===== config.mk =====
export PLATFORM = sky130hd
export DESIGN_NAME = polar_enc_iter
export DESIGN_NICKNAME = d
export VERILOG_FILES = /design/src/rtl/polar_enc_iter.sv
export SDC_FILE = /design/constraint.sdc
export NUM_CORES = 1
export LEC_CHECK = 0
export CAP_MARGIN = 25
export CELL_PAD_IN_SITES_DETAIL_PLACEMENT = 1
export CELL_PAD_IN_SITES_GLOBAL_PLACEMENT = 1
export CORE_MARGIN = 3
export CORE_UTILIZATION = 30
export CTS_CLUSTER_DIAMETER = 200
export CTS_CLUSTER_SIZE = 25
export DETAILED_ROUTE_END_ITERATION = 7
export PLACE_DENSITY_LB_ADDON = 0.1
export SLEW_MARGIN = 20
export SYNTH_ARGS = -nofsm -noshare
export SYNTH_HDL_FRONTEND = slang
export SYNTH_SLANG_ARGS = --single-unit

===== constraint.sdc =====
create_clock -name clk -period 1.75 [get_ports clk]
set_clock_uncertainty 0.05 [all_clocks]
set_input_delay 0.4375 -clock clk [delete_from_list [all_inputs] [get_ports clk]]
set_output_delay 0.4375 -clock clk [all_outputs]
set_load 0.02 [all_outputs]

===== src/rtl/polar_enc_iter.sv =====
// Iterative N-point polar encoder: loads a K-bit message onto the information set
// and applies one in-place butterfly stage per clock, presenting x = u*F^{(x)n}.
module polar_enc_iter #(
   parameter int             N           = 16,
   parameter int             LOG2N       = 4,
   parameter int             K           = 8,
   parameter logic [N-1:0]   FROZEN_MASK = 16'h017F
) (
   input  logic           clk,
   input  logic           rst,
   input  logic           msg_valid,
   output logic           msg_ready,
   input  logic [K-1:0]   msg,
   output logic           cw_valid,
   input  logic           cw_ready,
   output logic [N-1:0]   cw,
   output logic           busy
);

   function automatic int info_count();
      int c = 0;
      for (int p = 0; p < N; p++) if (!FROZEN_MASK[p]) c++;
      return c;
   endfunction

   // Message bit index that lands on position p: number of info positions below p.
   function automatic int info_rank(int p);
      int c = 0;
      for (int q = 0; q < p; q++) if (!FROZEN_MASK[q]) c++;
      return c;
   endfunction

   generate
      if (K != info_count()) begin : g_k_check
         $error("polar_enc_iter: K does not match the number of non-frozen positions");
      end
   endgenerate

   typedef enum logic [1:0] {IDLE, ENC, DONE} state_t;

   state_t             state;
   logic [N-1:0]       u_q;
   logic [N-1:0]       u_load;
   logic [N-1:0]       bfly;
   logic [N-1:0]       cw_q;
   logic [LOG2N-1:0]   stage;
   logic [N-1:0]       stage_x [LOG2N];
   logic               last_stage;

   for (genvar p = 0; p < N; p++) begin : g_load
      if (FROZEN_MASK[p]) begin : g_frz
         assign u_load[p] = 1'b0;
      end else begin : g_info
         localparam int R = info_rank(p);
         assign u_load[p] = msg[R];
      end
   end

   // Each stage pairs (lo, lo + 2^s) where lo has bit s clear; hi passes through.
   for (genvar s = 0; s < LOG2N; s++) begin : g_stage
      logic [N-1:0] x;
      for (genvar i = 0; i < N/2; i++) begin : g_pair
         localparam int LO = ((i >> s) << (s + 1)) | (i & ((1 << s) - 1));
         localparam int HI = LO + (1 << s);
         assign x[LO] = u_q[LO] ^ u_q[HI];
         assign x[HI] = u_q[HI];
      end
      assign stage_x[s] = x;
   end

   always_comb begin
      bfly = u_q;
      for (int s = 0; s < LOG2N; s++)
         if (stage == LOG2N'(s)) bfly = stage_x[s];
   end

   assign last_stage = (stage == LOG2N'(LOG2N - 1));
   assign msg_ready  = !rst && ((state == IDLE) || ((state == DONE) && cw_ready));
   assign cw         = cw_q;

   always_ff @(posedge clk) begin
      if (rst) begin
         state    <= IDLE;
         u_q      <= '0;
         stage    <= '0;
         cw_q     <= '0;
         cw_valid <= 1'b0;
         busy     <= 1'b0;
      end else begin
         case (state)
            IDLE: begin
               if (msg_valid) begin
                  u_q   <= u_load;
                  stage <= '0;
                  busy  <= 1'b1;
                  state <= ENC;
               end
            end
            ENC: begin
               u_q <= bfly;
               if (last_stage) begin
                  stage    <= '0;
                  cw_q     <= bfly;
                  cw_valid <= 1'b1;
                  busy     <= 1'b0;
                  state    <= DONE;
               end else begin
                  stage <= stage + 1'b1;
               end
            end
            DONE: begin
               if (cw_ready) begin
                  cw_valid <= 1'b0;
                  if (msg_valid) begin
                     u_q   <= u_load;
                     stage <= '0;
                     busy  <= 1'b1;
                     state <= ENC;
                  end else begin
                     state <= IDLE;
                  end
               end
            end
            default: state <= IDLE;
         endcase
      end
   end

endmodule


Word-level counts from Yosys, hierarchy flattened:

Index checks and enable logic that the tools add are counted.

* flip-flop bits (word level): 40
* input port bits: 12

* add/sub/neg operators: 1
* equal/unequal tests: 8
* mux-type cells: 23
* bitwise logic cells: 32
* reduce and logical (&&, ||, !) cells: 13

Operators by type and width (count)
* $mux W15: 4
* $pmux W16 S3: 1
* $mux W16: 2
* $xor A1 B1 Y1: 32
* $mux W4: 3
* $pmux W4 S3: 1
* $reduce_and A3 Y1: 3
* $eq A4 B2 Y1 const B: 2
* $mux W1: 6
* $mux W2: 3
* $ne A2 B2 Y1 const B: 3
* $pmux W2 S3: 1
* $add A4 B1 Y4 const B: 1
* $eq A4 B1 Y1 const B: 1
* $logic_not A4 Y1: 1
* $reduce_and A2 Y1: 2
* $pmux W1 S3: 1
* $reduce_bool A3 Y1: 1
* $eq A2 B1 Y1 const B: 1
* $eq A2 B2 Y1 const B: 1
* $logic_and A1 B1 Y1: 2
* $logic_not A2 Y1: 1
* $pmux W1 S2: 1
* $reduce_bool A2 Y1: 1
* other kinds (2): 2

Depth between registers and ports, before layout:

Gate-level depths: netlist of the first run.

* word-level depth: 6
* depth in mapped cells: 8
* depth with buffers taken out: 6

Least setup slack after synthesis of the first run:

No wires, ideal clock.

* path type: flip-flop to flip-flop
* start point: reg stage[0]
* end point: reg u_q[2]
* library setup time: 0.120 ns
* data arrival time: 1.768 ns
* required time: 1.580 ns
* setup slack: -0.187 ns
* stages on the path, launching flop included: 8
* buffers on the path: 1
* period minus slack after synthesis: 1.937 ns
* cell sequence: dfxtp_1 inv_1 ha_1 clkbuf_1 nor3b_1 a221oi_1 o211a_1 a211o_1

* longest elaborated chain between the ends: 6
* elaborated cells between the ends (all ways): 9
* classes of those cells: eq/ne: 3; mux: 5; reduce/logical: 1

Ends and longest elaborated chain
* start, declared: RTL line 46 `logic [LOG2N-1:0] stage;`
* start signal, assigned: RTL line 108 `stage <= stage + 1'b1;`
* $logic_not A4 Y1: RTL line 74 `if (stage == LOG2N'(s)) bfly = stage_x[s];`
* $mux W15 (3 in a row): RTL line 74
* $mux W15 *: RTL line 74
* $pmux W16 S3 *: RTL line 90 `case (state)`
* end signal, assigned: RTL line 93 `u_q <= u_load;`
* end signal, assigned: RTL line 100 `u_q <= bfly;`
* end signal, assigned: RTL line 115 `u_q <= u_load;`
* end, declared: RTL line 42 `logic [N-1:0] u_q;`

Every way passes the cells marked *; elsewhere a longest branch is shown, timed or not.
A chain may end at the register's enable or synchronous reset.

Worst setup path after layout of the first run:

* start point: reg stage[1]
* end point: reg u_q[12]

The elaborated chain is that of the path after synthesis.

==> results of run 1 <==
-- layer usage --
metal | track usage, % | part of all wire (%) | vias to the layer above | wire [microns]
met5 | 0 | 0 | - | 0
met2 | 28.3 | 48 | 32 | 3510
met4 | 5.28 | 1.7 | 0 | 125
li1 | - | - | 1109 | -
met3 | 3.07 | 3.1 | 10 | 228
met1 | 23.0 | 47 | 1092 | 3430
-- worst max-delay path, stage by stage, from the launching register on --
cell and delay, ps:
dfxtp_2 340, buf_6 120, ha_4 150, or3_4 370, buf_6 140, a211oi_4 240, mux2i_1 220, o311ai_1 110
-- logic make-up (layout without fill, tap and decap cells) --
group           Yosys count  in the layout  share of synthesized area, %
xor+xnor                  7              7                          2.81
compound gates           78             78                          24.7
mux                       3              3                          1.38
flops                    40             40                          36.7
buf+inv                  34            105                          6.82
simple gates            104            104                          25.3
fa+ha+maj                 4              4                          2.29
-- final cells by class --
| cell class | instances | share of cell area, % |
|---|---|---|
| clock buffers | 5 | 2.02 |
| clock inverters | 3 | 1.25 |
| inverters | 10 | 1.18 |
| multi-input cells | 196 | 44.1 |
| flip-flops and latches | 40 | 23.7 |
| well taps | 96 | 3.53 |
| repair buffers | 87 | 24.3 |
-- state kept, by name, summed over array words and instances, names as in the netlist --
name / count
cw: 16
cw_valid: 1
stage: 4
u_q: 16
state: 2
busy: 1
-- report_power, final --
part	leakage, nW	internal [mW]	switching [mW]	total [mW]
Sequential	0.326	0.966	0.110	1.08
Clock	0.0541	0.423	0.365	0.788
Combinational	1.15	0.290	0.246	0.535
-- cells in the final DEF, fill, tap and decap left out, types with 3 or more instances in the layout --
master | netlist | routed
clkdlybuf4s50_1 | 0 | 10
nand4b_1 | 4 | 4
nand2b_1 | 6 | 4
dlymetal6s2s_1 | 0 | 16
ha_4 | 0 | 4
a21oi_1 | 31 | 27
clkbuf_8 | 0 | 5
buf_4 | 0 | 47
nor2_1 | 22 | 21
nand3b_1 | 8 | 8
dfxtp_1 | 40 | 38
dlygate4sd2_1 | 0 | 3
o21ai_0 | 4 | 4
xnor2_1 | 7 | 6
mux2i_1 | 3 | 3
nand2_1 | 33 | 30
nor3_1 | 5 | 4
inv_1 | 10 | 9
o31a_1 | 4 | 4
o32ai_2 | 0 | 3
a211oi_1 | 10 | 7
nor2b_1 | 7 | 5
buf_6 | 2 | 9
-- how the worst min path moves through the flow --
stage / end / from / slack (ps)
finish: cw[14] / cw[14] / 410
global route: cw[13] / cw[13] / 440
CTS: cw[13] / cw[13] / 420
detailed placement: cw[15] / cw[15] / 410
global placement: cw[10] / cw[10] / 390
floorplan: cw[15] / u_q[15] / 400
-- timing repair --
action / 4_1_cts / 5_1_grt
pin swaps: 16 / 12
setup buffers: 9 / 2
resized for setup: 35 / 45
gates cloned: 0 / 2
endpoints found under the setup margin: 18 / 48
==> flow_summary.ini, run 1 <==
[floorplanning]
rows = 30
start_util_pct = 31.6
die_area_sq_um = 8340
die_y_microns = 91.3
io_pins = 31
die_w_microns = 91.3
core-area_sq_um = 6910

[cts]
clk_latency_ps = 300
cts_hold_buf = 0
cts_buffer_depth = 2
cts_tree = done
clkSinkCount = 40
path_clk_slew_ps = 90
htreeDepth = 2
cts_made_buffers = 5
ctsRootBufferMaster = clkbuf_8

[pwr]
finalPower_mw = 2.40
ir_drop_mv = 0.343
p_per_area_nw_per_um2 = 705
p_leak_nw = 1.53

[synth]
synth_area_leaders = dfxtp_1 37%, a21oi_1 7.1%, nand2_1 5.7%, nor2_1 3.8%, a211oi_1 3.4%
synth_nets = 286
synth-edff-count = 0
ys_dominant_reg_cell = dfxtp_1
yosys_register_bits = 40
synth_top_area_share_pct = 36.7
syn_inst = 270
ys_seq_area_share_pct = 36.7
yosysMostFrequentCell = dfxtp_1
async_flop_share_pct = 0
yosys_warnings = 0
synthTopCellsByCount = 40 x dfxtp_1, 33 x nand2_1, 31 x a21oi_1
synth.distinct_cells = 54
syn_area_per_cell_sq_um = 8.09
netlist_area_sq_um = 2180
yosysTopAreaCell = dfxtp_1

[min_path]
whs_path_depth = 2
hold_path.class = register to register

[drt]
avgViaCountPerCell = 5.13
routed_wl_microns = 7300
wl_per_cell_microns = 16.7
dr_total_vias = 2243
drtPass1Iterations = 4
drc_errors = 0
ant_nets = 0
detail_route.iter0.violations = 79

[critical_path]
cp.required_ps = 1890
r2r_start = stage[1]
reg2reg_slack_ps = -90
endpoint = u_q[12]
rr_worst_depth = 7
crit_start = stage[1]
critPathMaxFanout = 3
worstSetupEndpointType = register
crit_type = register to register
crit_arrival_ps = 1980
worstReg2RegEnd = u_q[12]
cp-start-kind = register

[finish]
fin_area_sq_um = 3400
ff_latch_area_sq_um = 806
syn2layout_area_growth_pct = 55.8
fin_nets = 356
layout.cells.non_filler = 437
fin_util_pct = 49.3
multi_input_area_sq_um = 1500
layout-drive-gt1-share_pct = 32.3
num_antenna_cells = 0
filler_cell_count = 837

[grt]
grt_pass1_wl_microns = 11500
grt_use_total_pct = 17.3
grt_start_max_net_pins = 25
grt_pass1_vias = 2211
grt.overflow.total = 0
antenna_found_initial = 0

[sta]
setup_viol = 5
tns_ps = -400
rsz0062_at_grt = true
finalCriticalPeriod_ps = 1840
maxSlewHeadroom_pct = 71.5
worst_pin_slew_ps = 426
hold_violations = 0
holdWs_ps = 411
maxSlewViolCount = 0
fmax_ghz = 0.542
period_share_pct = 105
fin_ws_ps = -94.3

[run]
cap_viol_max_count = 0

[placement]
gp_congestion = 0.804
pre_cts_ws_ps = -428
placed_cells = 416
postPlaceCellArea_sq_um = 2870
dpl.hpwl_microns = 5060
portBuffers = 30

[status]
violations = negative setup slack
outcome = complete, but fails checks
Power figures use the tool's default switching activity.
==> inputs of run 2 (changes only) <==
--- a/config.mk
+++ b/config.mk
@@ -8,7 +8,8 @@
 export CAP_MARGIN = 25
 export CELL_PAD_IN_SITES_DETAIL_PLACEMENT = 1
 export CELL_PAD_IN_SITES_GLOBAL_PLACEMENT = 1
-export CORE_MARGIN = 3
+export CORE_ASPECT_RATIO = 1.75
+export CORE_MARGIN = 1.5
 export CORE_UTILIZATION = 30
 export CTS_CLUSTER_DIAMETER = 200
 export CTS_CLUSTER_SIZE = 25
==> constraint.sdc (replaced) <==
create_clock -name clk -period 1.75 [get_ports clk]
set_clock_uncertainty 0.05 [all_clocks]
set_input_delay 0.525 -clock clk [delete_from_list [all_inputs] [get_ports clk]]
set_output_delay 0.525 -clock clk [all_outputs]
set_load 0.02 [all_outputs]
==> flow_summary.ini, run 2 (same netlist as run 1, synthesis figures left out) <==
[status]
outcome = complete, but fails checks
violations = negative setup slack

[finish]
ff_latch_area_sq_um = 808
layout-drive-gt1-share_pct = 29.5
fin_nets = 357
layout.cells.non_filler = 428
num_antenna_cells = 0
layout_common_cells = 48 x buf_4, 38 x dfxtp_1, 31 x nand2_1, 28 x a21oi_1, 22 x nor2_1
multi_input_area_sq_um = 1400
fin_area_sq_um = 3290
syn2layout_area_growth_pct = 50.7
filler_cell_count = 863
final_common_cell = buf_4
fin_util_pct = 46.1

[critical_path]
crit_type = register to register
crit_arrival_ps = 1910
critPathMaxFanout = 4
cp.required_ps = 1880
worstSetupEndpointType = register
rr_worst_depth = 5
cp-start-kind = register

[pwr]
p_leak_nw = 1.31
ir_drop_mv = 0.645
finalPower_mw = 2.54
p_per_area_nw_per_um2 = 772

[floorplanning]
rows = 41
die_area_sq_um = 7820
start_util_pct = 30.6
core-area_sq_um = 7130
io_pins = 31
die_w_microns = 67.5
die_y_microns = 116

[sta]
finalCriticalPeriod_ps = 1780
tns_ps = -38.6
maxSlewViolCount = 0
rsz0062_at_grt = true
hold_violations = 0
holdWs_ps = 404
fin_ws_ps = -31.9
setup_viol = 2
worst_pin_slew_ps = 439
fmax_ghz = 0.561
period_share_pct = 102
maxSlewHeadroom_pct = 70.7

[placement]
pre_cts_ws_ps = -607
portBuffers = 30
placed_cells = 409
dpl.hpwl_microns = 5280
gp_congestion = 0.827
postPlaceCellArea_sq_um = 2890

[drt]
detail_route.iter0.violations = 50
ant_nets = 0
drtPass1Iterations = 4
routed_wl_microns = 7200
wl_per_cell_microns = 16.8
avgViaCountPerCell = 5.32
dr_total_vias = 2278
drc_errors = 0

[grt]
grt_pass1_vias = 2282
antenna_found_initial = 0
grt_use_total_pct = 19.5
grt.overflow.total = 0
grt_pass1_wl_microns = 11400
grt_start_max_net_pins = 25

[cts]
ctsRootBufferMaster = clkbuf_16
path_clk_slew_ps = 60
htreeDepth = 2
clkSinkCount = 40
cts_tree = done
clk_latency_ps = 290
cts_buffer_depth = 2
cts_made_buffers = 5

[min_path]
hold_path.class = register to register
whs_path_depth = 2

[run]
cap_viol_max_count = 0
## run 2: where the power goes
part           internal (mW)  switching, mW
combinational          0.278          0.238
sequential             0.966          0.103
clock                  0.563          0.392
total                   1.81          0.732
## run 2: layer usage
| layer | wire [microns] | global-route usage [%] |
|---|---|---|
| met3 | 147 | 3.01 |
| met4 | 201 | 8.16 |
| met1 | 3040 | 22.6 |
| met2 | 3810 | 34.4 |
| met5 | 0 | 0 |
## run 2: path summary, 6_finish.rpt
check | start | endpoint | slack, ps
worst min-delay path | cw[10] | cw[10] | 400
worst min register to register | cw[10] | cw[10] | 400
worst max register to register | stage[1] | u_q[0] | -30
worst max-delay path | stage[1] | u_q[0] | -30
## run 2: timing repair
action                     in CTS  in global routing
pin swaps                       8                 19
gates resized for setup        50                 18
buffers inserted                7                  3
setup endpoints to repair      36                 19
gates cloned                    0                  1
hold buffers                    0                  0
## run 2: worst max-delay path, cell delays in order, from the launching register on
cell and delay, ps:
dfxtp_4 370, ha_4 180, or3_4 360, a221o_1 300, and4_4 170, a211o_1 220
## run 2: cell type report
| cell class | count | share of cell area (%) |
|---|---|---|
| multi-input combinational | 196 | 42.6 |
| tap | 86 | 3.27 |
| sequential | 40 | 24.6 |
| clock buffer | 6 | 4.22 |
| clock inverter | 2 | 0.304 |
| timing repair buffer | 88 | 23.7 |
| inverter | 10 | 1.29 |
